File: config.mk
export PLATFORM = sky130hd
export DESIGN_NAME = fetch_unit
export DESIGN_NICKNAME = d
export VERILOG_FILES = /design/src/rtl/fetch_unit.sv
export SDC_FILE = /design/constraint.sdc
export NUM_CORES = 1
export LEC_CHECK = 0
export BUFFER_PORTS_ARGS = -buffer_cell sky130_fd_sc_hd__buf_2
export CORE_AREA = 2 2 125 139
export DETAILED_ROUTE_END_ITERATION = 16
export DIE_AREA = 0 0 127 141
export GPL_ROUTABILITY_DRIVEN = 0
export GPL_TIMING_DRIVEN = 0
export PLACE_DENSITY = 0.74
export SETUP_SLACK_MARGIN = 0.3
export SYNTH_ARGS = -nofsm -noshare
export SYNTH_HDL_FRONTEND = slang
export SYNTH_SLANG_ARGS = --single-unit
export TNS_END_PERCENT = 10
File: constraint.sdc
create_clock -name clk -period 2.44 [get_ports clk]
set_input_delay 0.61 -clock clk [delete_from_list [all_inputs] [get_ports clk]]
set_output_delay 0.61 -clock clk [all_outputs]
set_load 0.01 [all_outputs]
File: src/rtl/fetch_unit.sv
// Instruction fetch front end: walks a PC through a combinational instruction
// memory and buffers {pc, instr} pairs in a small FIFO ahead of decode.
// Redirects from execute flush the FIFO and reload from the new target.
module fetch_unit #(
    parameter logic [31:0] RESET_PC = 32'h0000_0000,
    parameter int          QDEPTH   = 2
) (
    input  logic        clk,
    input  logic        rst_n,
    output logic [31:0] imem_addr,
    input  logic [31:0] imem_rdata,
    input  logic        redirect_valid,
    input  logic [31:0] redirect_target,
    output logic        out_valid,
    output logic [31:0] out_instr,
    output logic [31:0] out_pc,
    input  logic        out_ready
);

    // Pointer and occupancy widths for the legal depth range 2..4.
    localparam int PW = (QDEPTH > 2) ? 2 : 1;
    localparam int CW = (QDEPTH > 3) ? 3 : 2;
    localparam logic [CW-1:0] DEPTH_C = CW'(QDEPTH);
    localparam logic [PW-1:0] LAST_C  = PW'(QDEPTH - 1);

    logic [31:0]   fetch_pc_q, fetch_pc_d;
    logic [31:0]   pc_mem_q    [QDEPTH];
    logic [31:0]   pc_mem_d    [QDEPTH];
    logic [31:0]   instr_mem_q [QDEPTH];
    logic [31:0]   instr_mem_d [QDEPTH];
    logic [PW-1:0] rd_ptr_q, rd_ptr_d;
    logic [PW-1:0] wr_ptr_q, wr_ptr_d;
    logic [CW-1:0] count_q, count_d;

    logic deq;
    logic enq;

    function automatic logic [PW-1:0] ptr_inc(input logic [PW-1:0] p);
        return (p == LAST_C) ? '0 : p + 1'b1;
    endfunction

    assign imem_addr = fetch_pc_q;
    assign out_valid = (count_q != '0);
    assign out_pc    = pc_mem_q[rd_ptr_q];
    assign out_instr = instr_mem_q[rd_ptr_q];

    // Next-state: handshake, fetch/enqueue, redirect flush (redirect wins).
    always_comb begin
        fetch_pc_d  = fetch_pc_q;
        pc_mem_d    = pc_mem_q;
        instr_mem_d = instr_mem_q;
        rd_ptr_d    = rd_ptr_q;
        wr_ptr_d    = wr_ptr_q;
        count_d     = count_q;

        deq = out_valid && out_ready;
        enq = !redirect_valid && ((count_q != DEPTH_C) || deq);

        if (redirect_valid) begin
            // A same-edge handshake is still a delivery; everything else is dropped.
            fetch_pc_d = {redirect_target[31:2], 2'b00};
            rd_ptr_d   = '0;
            wr_ptr_d   = '0;
            count_d    = '0;
        end else begin
            if (enq) begin
                pc_mem_d[wr_ptr_q]    = fetch_pc_q;
                instr_mem_d[wr_ptr_q] = imem_rdata;
                wr_ptr_d              = ptr_inc(wr_ptr_q);
                fetch_pc_d            = fetch_pc_q + 32'd4;
            end
            if (deq) begin
                rd_ptr_d = ptr_inc(rd_ptr_q);
            end
            case ({enq, deq})
                2'b10:   count_d = count_q + 1'b1;
                2'b01:   count_d = count_q - 1'b1;
                default: count_d = count_q;
            endcase
        end
    end

    // State registers with asynchronous clear of PC, pointers and all entries.
    always_ff @(posedge clk or negedge rst_n) begin
        if (!rst_n) begin
            fetch_pc_q <= RESET_PC;
            rd_ptr_q   <= '0;
            wr_ptr_q   <= '0;
            count_q    <= '0;
            for (int i = 0; i < QDEPTH; i++) begin
                pc_mem_q[i]    <= '0;
                instr_mem_q[i] <= '0;
            end
        end else begin
            fetch_pc_q  <= fetch_pc_d;
            rd_ptr_q    <= rd_ptr_d;
            wr_ptr_q    <= wr_ptr_d;
            count_q     <= count_d;
            pc_mem_q    <= pc_mem_d;
            instr_mem_q <= instr_mem_d;
        end
    end

endmodule

==> results of run 1 <==
## worst min-delay path by stage
stage                   endpoint  cells after the start   startpoint
finish               pc_mem_q[6]                      1        rst_n
global route        pc_mem_q[10]                      1        rst_n
CTS                  pc_mem_q[6]                      1        rst_n
detailed placement   pc_mem_q[5]                      1  pc_mem_q[5]
global placement     pc_mem_q[2]                      1  pc_mem_q[2]
floorplan             count_q[0]                      0        rst_n
## synth_stat cells, types with 6 or more instances
master and n:
o31ai_1 11, a31oi_1 15, nor2b_1 6, xnor2_1 6, buf_2 15, nand2_1 22, or4_1 15, nand4_1 10
nand3_1 11, dfrtp_1 158, mux2_2 186, o21ai_0 16, nor2_1 21, clkbuf_1 19
## sequential cells by signal, indices dropped and copies added (netlist names)
name,count
instr_mem_q,64
pc_mem_q,60
count_q,2
wr_ptr_q,1
imem_addr,30
rd_ptr_q,1
## power breakdown
part           total [uW]  internal [uW]  switching (uW)
clock                3160           2040            1110
combinational        2020           1140             882
sequential           3570           3210             354
## layer usage
metal	track usage, %	share of wire [%]	routed length (um)
met1	24.8	44	7460
met5	0	0	0
met3	5.12	4.7	799
met2	31.9	50	8480
met4	7.00	2.1	360
## what timing repair did
| item | 4_1_cts | 5_1_grt |
|---|---|---|
| endpoints found under the setup margin | 202 | 201 |
| resized for setup | 22 | 57 |
| cloned | 0 | 0 |
| setup buffers | 0 | 2 |
| pin swaps | 0 | 0 |
## cell families after synthesis
group,Yosys count
adder cells (fa/ha/maj),1
flip-flops,158
XOR/XNOR,10
buffers and inverters,45
other,1
AO/OA/AOI/OAI,52
AND/OR/NAND/NOR,108
multiplexers,189
## layout make-up
| class | count | area [sq um] | share of cell area, % |
|---|---|---|---|
| Antenna cell | 1 | 2.50 | 0.0269 |
| Buffer | 41 | 318 | 3.42 |
| Clock buffer | 17 | 425 | 4.57 |
| Clock inverter | 15 | 279 | 3.00 |
| Inverter | 4 | 15.0 | 0.161 |
| Multi-Input combinational cell | 364 | 3190 | 34.4 |
| Sequential cell | 158 | 3960 | 42.6 |
| Tap cell | 208 | 260 | 2.80 |
| Timing Repair Buffer | 161 | 843 | 9.07 |
## critical path, cell delays in order (launching register included)
cell and delay (ns):
dfrtp_1 0.37, buf_12 0.16, clkbuf_16 0.17, mux2_2 0.33, buf_2 0.14
## placed cells by master, fill, tap and decap left out, types with 11 or more instances in the layout
cell type,n
a31oi_1,15
buf_2,171
clkbuf_16,18
dfrtp_1,152
mux2_2,186
nand2_1,22
nand3_1,11
nor2_1,21
o21ai_0,16
or4_1,15
## stage by stage
| step | instances | power (uW) | hold slack, ns |
|---|---|---|---|
| 3_5_place_dp | 934 | 5580 | 0.491 |
| 4_1_cts | 966 | 8810 | 0.154 |
| 6_report | 969 | 8750 | 0.125 |
| 5_1_grt | 969 | 9180 | 0.166 |
| 3_3_place_gp | 933 | 5500 | 0.483 |
| 2_1_floorplan | 567 | 4820 | 0.314 |
==> impl_metrics.tcl, run 1 <==
set metrics [dict create \
    synth_area_leader_cell "dfrtp_1" \
    synth_edf_count 0 \
    async_reset_ff_share_pct 100 \
    status "completed" \
    numCtsBuffers 17 \
    critPathLaunchType "register" \
    die_width_um 127 \
    ys.flop_type "dfrtp_1" \
    dr_total_vias 5230 \
    antenna_found_initial 1 \
    synth-compound-area-share_pct 4.45 \
    grt_max_degree 88 \
    dp_hpwl_um 11800 \
    ys_seq_area_share_pct 54.1 \
    min_path_type "in -> async" \
    wirelength_um 17100 \
    synth_xor_area_share_pct 1.20 \
    synth_area_leaders "dfrtp_1 54%, mux2_2 29%, or4_1 1.5%" \
    setup.worst_path.end "out_pc[9]" \
    synthMuxAreaShare_pct 29.1 \
    pre_cts_slack_ns -0.428 \
    skew_ns 0.00791 \
    required_ns 1.83 \
    hold_viol_final 0 \
    fin_nets 816 \
    synth_top_area_share_pct 54.1 \
    grt_pass1_vias 5248 \
    r2r_end "instr_mem_q[3]" \
    power.leakage_uw 0.00401 \
    crit_start "rd_ptr_q" \
    reg2regPathDepth 6 \
    grt_usage_pct 19.4 \
    coreArea_sq_mm 0.0166 \
    grt_pass1_wl_um 27200 \
    dieArea_sq_mm 0.0179 \
    io_pins 165 \
    peakVddDrop_v 0.000474 \
    numPortBuffers 158 \
    synth.distinct_cells 40 \
    fin_util_pct 55.9 \
    row_count 50 \
    powerDensity_mw_per_mm2 941 \
    cts_root_buf "clkbuf_16" \
    start_util_pct 43.9 \
    fin_area_sq_mm 0.00930 \
    r2r-start "count_q[0]" \
    max_freq_mhz 455 \
    cts_hold_buf 0 \
    numClockSinks 158 \
    slew_headroom_pct 49.1 \
    synth-simple-area-share_pct 8.21 \
    reg2reg_slack_ns 0.37 \
    fillers 1404 \
    drv_cap 0 \
    yosysWarnings 0 \
    critPathMaxFanout 10 \
    wire_per_inst_um 17.7 \
    drcViolationCount 0 \
    synth_top_family_by_area "multiplexers" \
    ant_nets 0 \
    drv_slew 0 \
    synth-adder-area-share_pct 0.171 \
    drtIter0Drc 241 \
    grt_remaining_overflow 0 \
    viasPerCell 5.40 \
    syn-cell-area_sq_mm 0.00731 \
    fin_tns_setup_ns 0 \
    dpl_cell_area_sq_mm 0.00841 \
    setup_ws_ns 0.241 \
    post-route-min-period_ns 2.20 \
    synthCells 564 \
    ys_ff_latch 158 \
    synth.avg_cell_area_sq_um 13.0 \
    cp_data_arrival_time_ns 1.59 \
    area_delta_synth_final_pct 27.2 \
    cts_tree "built" \
    dieHeight_um 141 \
    period_share_pct 90.1 \
    endpoint_kind "primary output" \
    worstMarginPinSlew_ns 0.757 \
    drtPass1Iterations 4 \
    clkTransAtPathRegs_ns 0.06 \
    rsz0062_at_grt "true" \
    drive_gt1_share_pct 56.3 \
    cts.path.max_buffers 2 \
    clock_latency_ns 0.42 \
    critPathKind "reg -> out" \
    setup_viol 0 \
    htree_levels 4 \
]
Note: power is estimated with default switching activity, not from simulation.
==> inputs of run 2 (changes only) <==
--- a/config.mk
+++ b/config.mk
@@ -13,4 +13,5 @@
 export GPL_TIMING_DRIVEN = 0
 export PLACE_DENSITY = 0.74
+export RECOVER_POWER = 25
 export SETUP_SLACK_MARGIN = 0.3
 export SYNTH_ARGS = -nofsm -noshare
==> constraint.sdc (replaced) <==
create_clock -name clk -period 2.44 [get_ports clk]
set_input_delay 0.61 -clock clk [delete_from_list [all_inputs] [get_ports clk]]
set_output_delay 0.61 -clock clk [all_outputs]
set_load 0.005 [all_outputs]
==> run 2 against run 1 <==
  * Critical path type unchanged
  * Critical path depth stayed put
  * Non-clock buffer count is the same
  * Via count decreased by 0.42%
  * Utilization is 0.060 points lower
  * Flip-flop and latch count unchanged
  * Cell area shrank 0.11%
  * Cell count stayed put
  * The run now ends with max-capacitance violations, max-slew violations left
  * Power down 1.7%
  * Clock skew rose by 0.0044 ns
  * Register-to-register slack hardly changed
  * Die area stayed put
  * Worst setup slack better by 0.0086 ns
==> impl_metrics.tcl, run 2 (synthesized netlist as in run 1, its figures left out) <==
set metrics [dict create \
    cts.path.max_buffers 2 \
    antenna_found_initial 1 \
    crit_chain "buf_12 -> buf_6 -> mux2_2 -> buf_2" \
    cp_top_family "buffers and inverters" \
    cp_slowest_cell "dfrtp_1" \
    grt_usage_pct 19.4 \
    wirelength_um 17100 \
    dp_cells 934 \
    clkTransAtPathRegs_ns 0.06 \
    area_delta_synth_final_pct 27.1 \
    grt_pass1_vias 5248 \
    slew_headroom_pct -21.7 \
    wire_per_inst_um 17.6 \
    drtPass1Iterations 4 \
    max_freq_mhz 456 \
    power.leakage_uw 0.00401 \
    cp_data_arrival_time_ns 1.58 \
    setup_viol 0 \
    ant_nets 0 \
    grt_remaining_overflow 0 \
    top_register "instr_mem_q" \
    critPathLaunchType "register" \
    viasPerCell 5.37 \
    worstMarginPinSlew_ns 1.83 \
    dp_hpwl_um 11800 \
    io_pins 165 \
    final_common_cell "mux2_2" \
    cts_hold_buf 0 \
    post-route-min-period_ns 2.19 \
    numPortBuffers 158 \
    cts_root_buf "clkbuf_16" \
    largest_register_ffs 64 \
    endpoint_kind "primary output" \
    critPathKind "reg -> out" \
    dieArea_sq_mm 0.0179 \
    hold_viol_final 0 \
    htree_levels 4 \
    regArea_sq_mm 0.00396 \
    fin_nets 816 \
    required_ns 1.83 \
    rsz0062_at_grt "true" \
    peakVddDrop_v 0.000473 \
    clock_latency_ns 0.43 \
    drcViolationCount 0 \
    drtIter0Drc 242 \
    dieHeight_um 141 \
    powerDensity_mw_per_mm2 925 \
    min_path_type "in -> reg" \
    row_count 50 \
    numClockSinks 158 \
    violations "max-capacitance violations, max-slew violations" \
    cts_tree "built" \
    setup_ws_ns 0.249 \
    status "finished, violations left" \
    skew_ns 0.0123 \
    period_share_pct 89.8 \
    layoutNonFillerInstCount 969 \
    mostFrequentLayoutCells "186 x mux2_2, 171 x buf_2, 152 x dfrtp_1" \
    fillers 1405 \
    drv_cap 1 \
    hold_slack_ns 0.407 \
    fin_area_sq_mm 0.00929 \
    multi_input_area_sq_mm 0.00319 \
    coreArea_sq_mm 0.0166 \
    pre_cts_slack_ns -0.428 \
    die_width_um 127 \
    path_buf_inv 3 \
    critPathMaxFanout 10 \
    drive_gt1_share_pct 56.3 \
    total_power_uw 8590 \
    cpPeakStageDelay_ns 0.37 \
    numCtsBuffers 17 \
    grt_max_degree 88 \
    drv_slew 72 \
    start_util_pct 43.9 \
    dpl_cell_area_sq_mm 0.00841 \
    grt_pass1_wl_um 27200 \
    dr_total_vias 5208 \
]
==> run 2: cell count changes in the layout (fill, tap and decap cells not counted) <==
cell | previous run | this run
clkbuf_2 | 2 | 3
buf_8 | 4 | 3
==> run 2: final cells by class <==
cell class | count | share of cell area [%]
sequential | 158 | 42.6
multi-input combinational | 364 | 34.4
timing repair buffer | 161 | 8.97
clock buffer | 17 | 4.58
buffer | 41 | 3.42
clock inverter | 15 | 3.00
tap | 208 | 2.80
inverter | 4 | 0.162
antenna | 1 | 0.0269
==> run 2: final timing paths <==
path	from	end	slack (ns)	cells past startpoint
worst max-delay path	rd_ptr_q	out_instr[16]	0.25	4
worst min-delay path	redirect_target[5]	imem_addr[5]	0.41	3
worst max register to register	count_q[0]	instr_mem_q[3]	0.36	6
worst min register to register	instr_mem_q[44]	instr_mem_q[44]	0.50	1
max in group asynchronous	rst_n	imem_addr[10]	0.58	1
min in group asynchronous	rst_n	pc_mem_q[6]	0.65	1
==> run 2: what timing repair did <==
item	in CTS	in global routing
setup endpoints to repair	202	201
buffers inserted	0	2
cloned	0	0
pin swaps	0	0
gates resized for setup	22	57
==> run 2: per-layer routing <==
layer | part of all wire (%) | vias to the layer above | track usage [%]
met4 | 2.1 | 0 | 7.00
li1 | - | 2420 | -
met2 | 50 | 127 | 31.9
met3 | 4.4 | 23 | 5.12
met5 | 0 | - | 0
met1 | 44 | 2638 | 24.8
==> run 2: power by group <==
part	switching, uW	internal, uW	leakage, uW
Combinational	740	1130	0.00184
Sequential	354	3210	0.00182
Clock	1110	2040	0.000345
==> run 2: worst min-delay path, cell delays in order <==
cell and delay, ns:
buf_2 0.08, nand2_1 0.04, o21ai_0 0.06
==> run 2: stage by stage <==
| step | setup TNS (ns) | utilization, % |
|---|---|---|
| after floorplan | 0 | - |
| after global placement | -294.34 | 50.3 |
| after detailed placement | -41.26 | 50.5 |
| after CTS | 0 | 55.2 |
| after global routing | 0 | 55.8 |
| final | 0 | 55.8 |
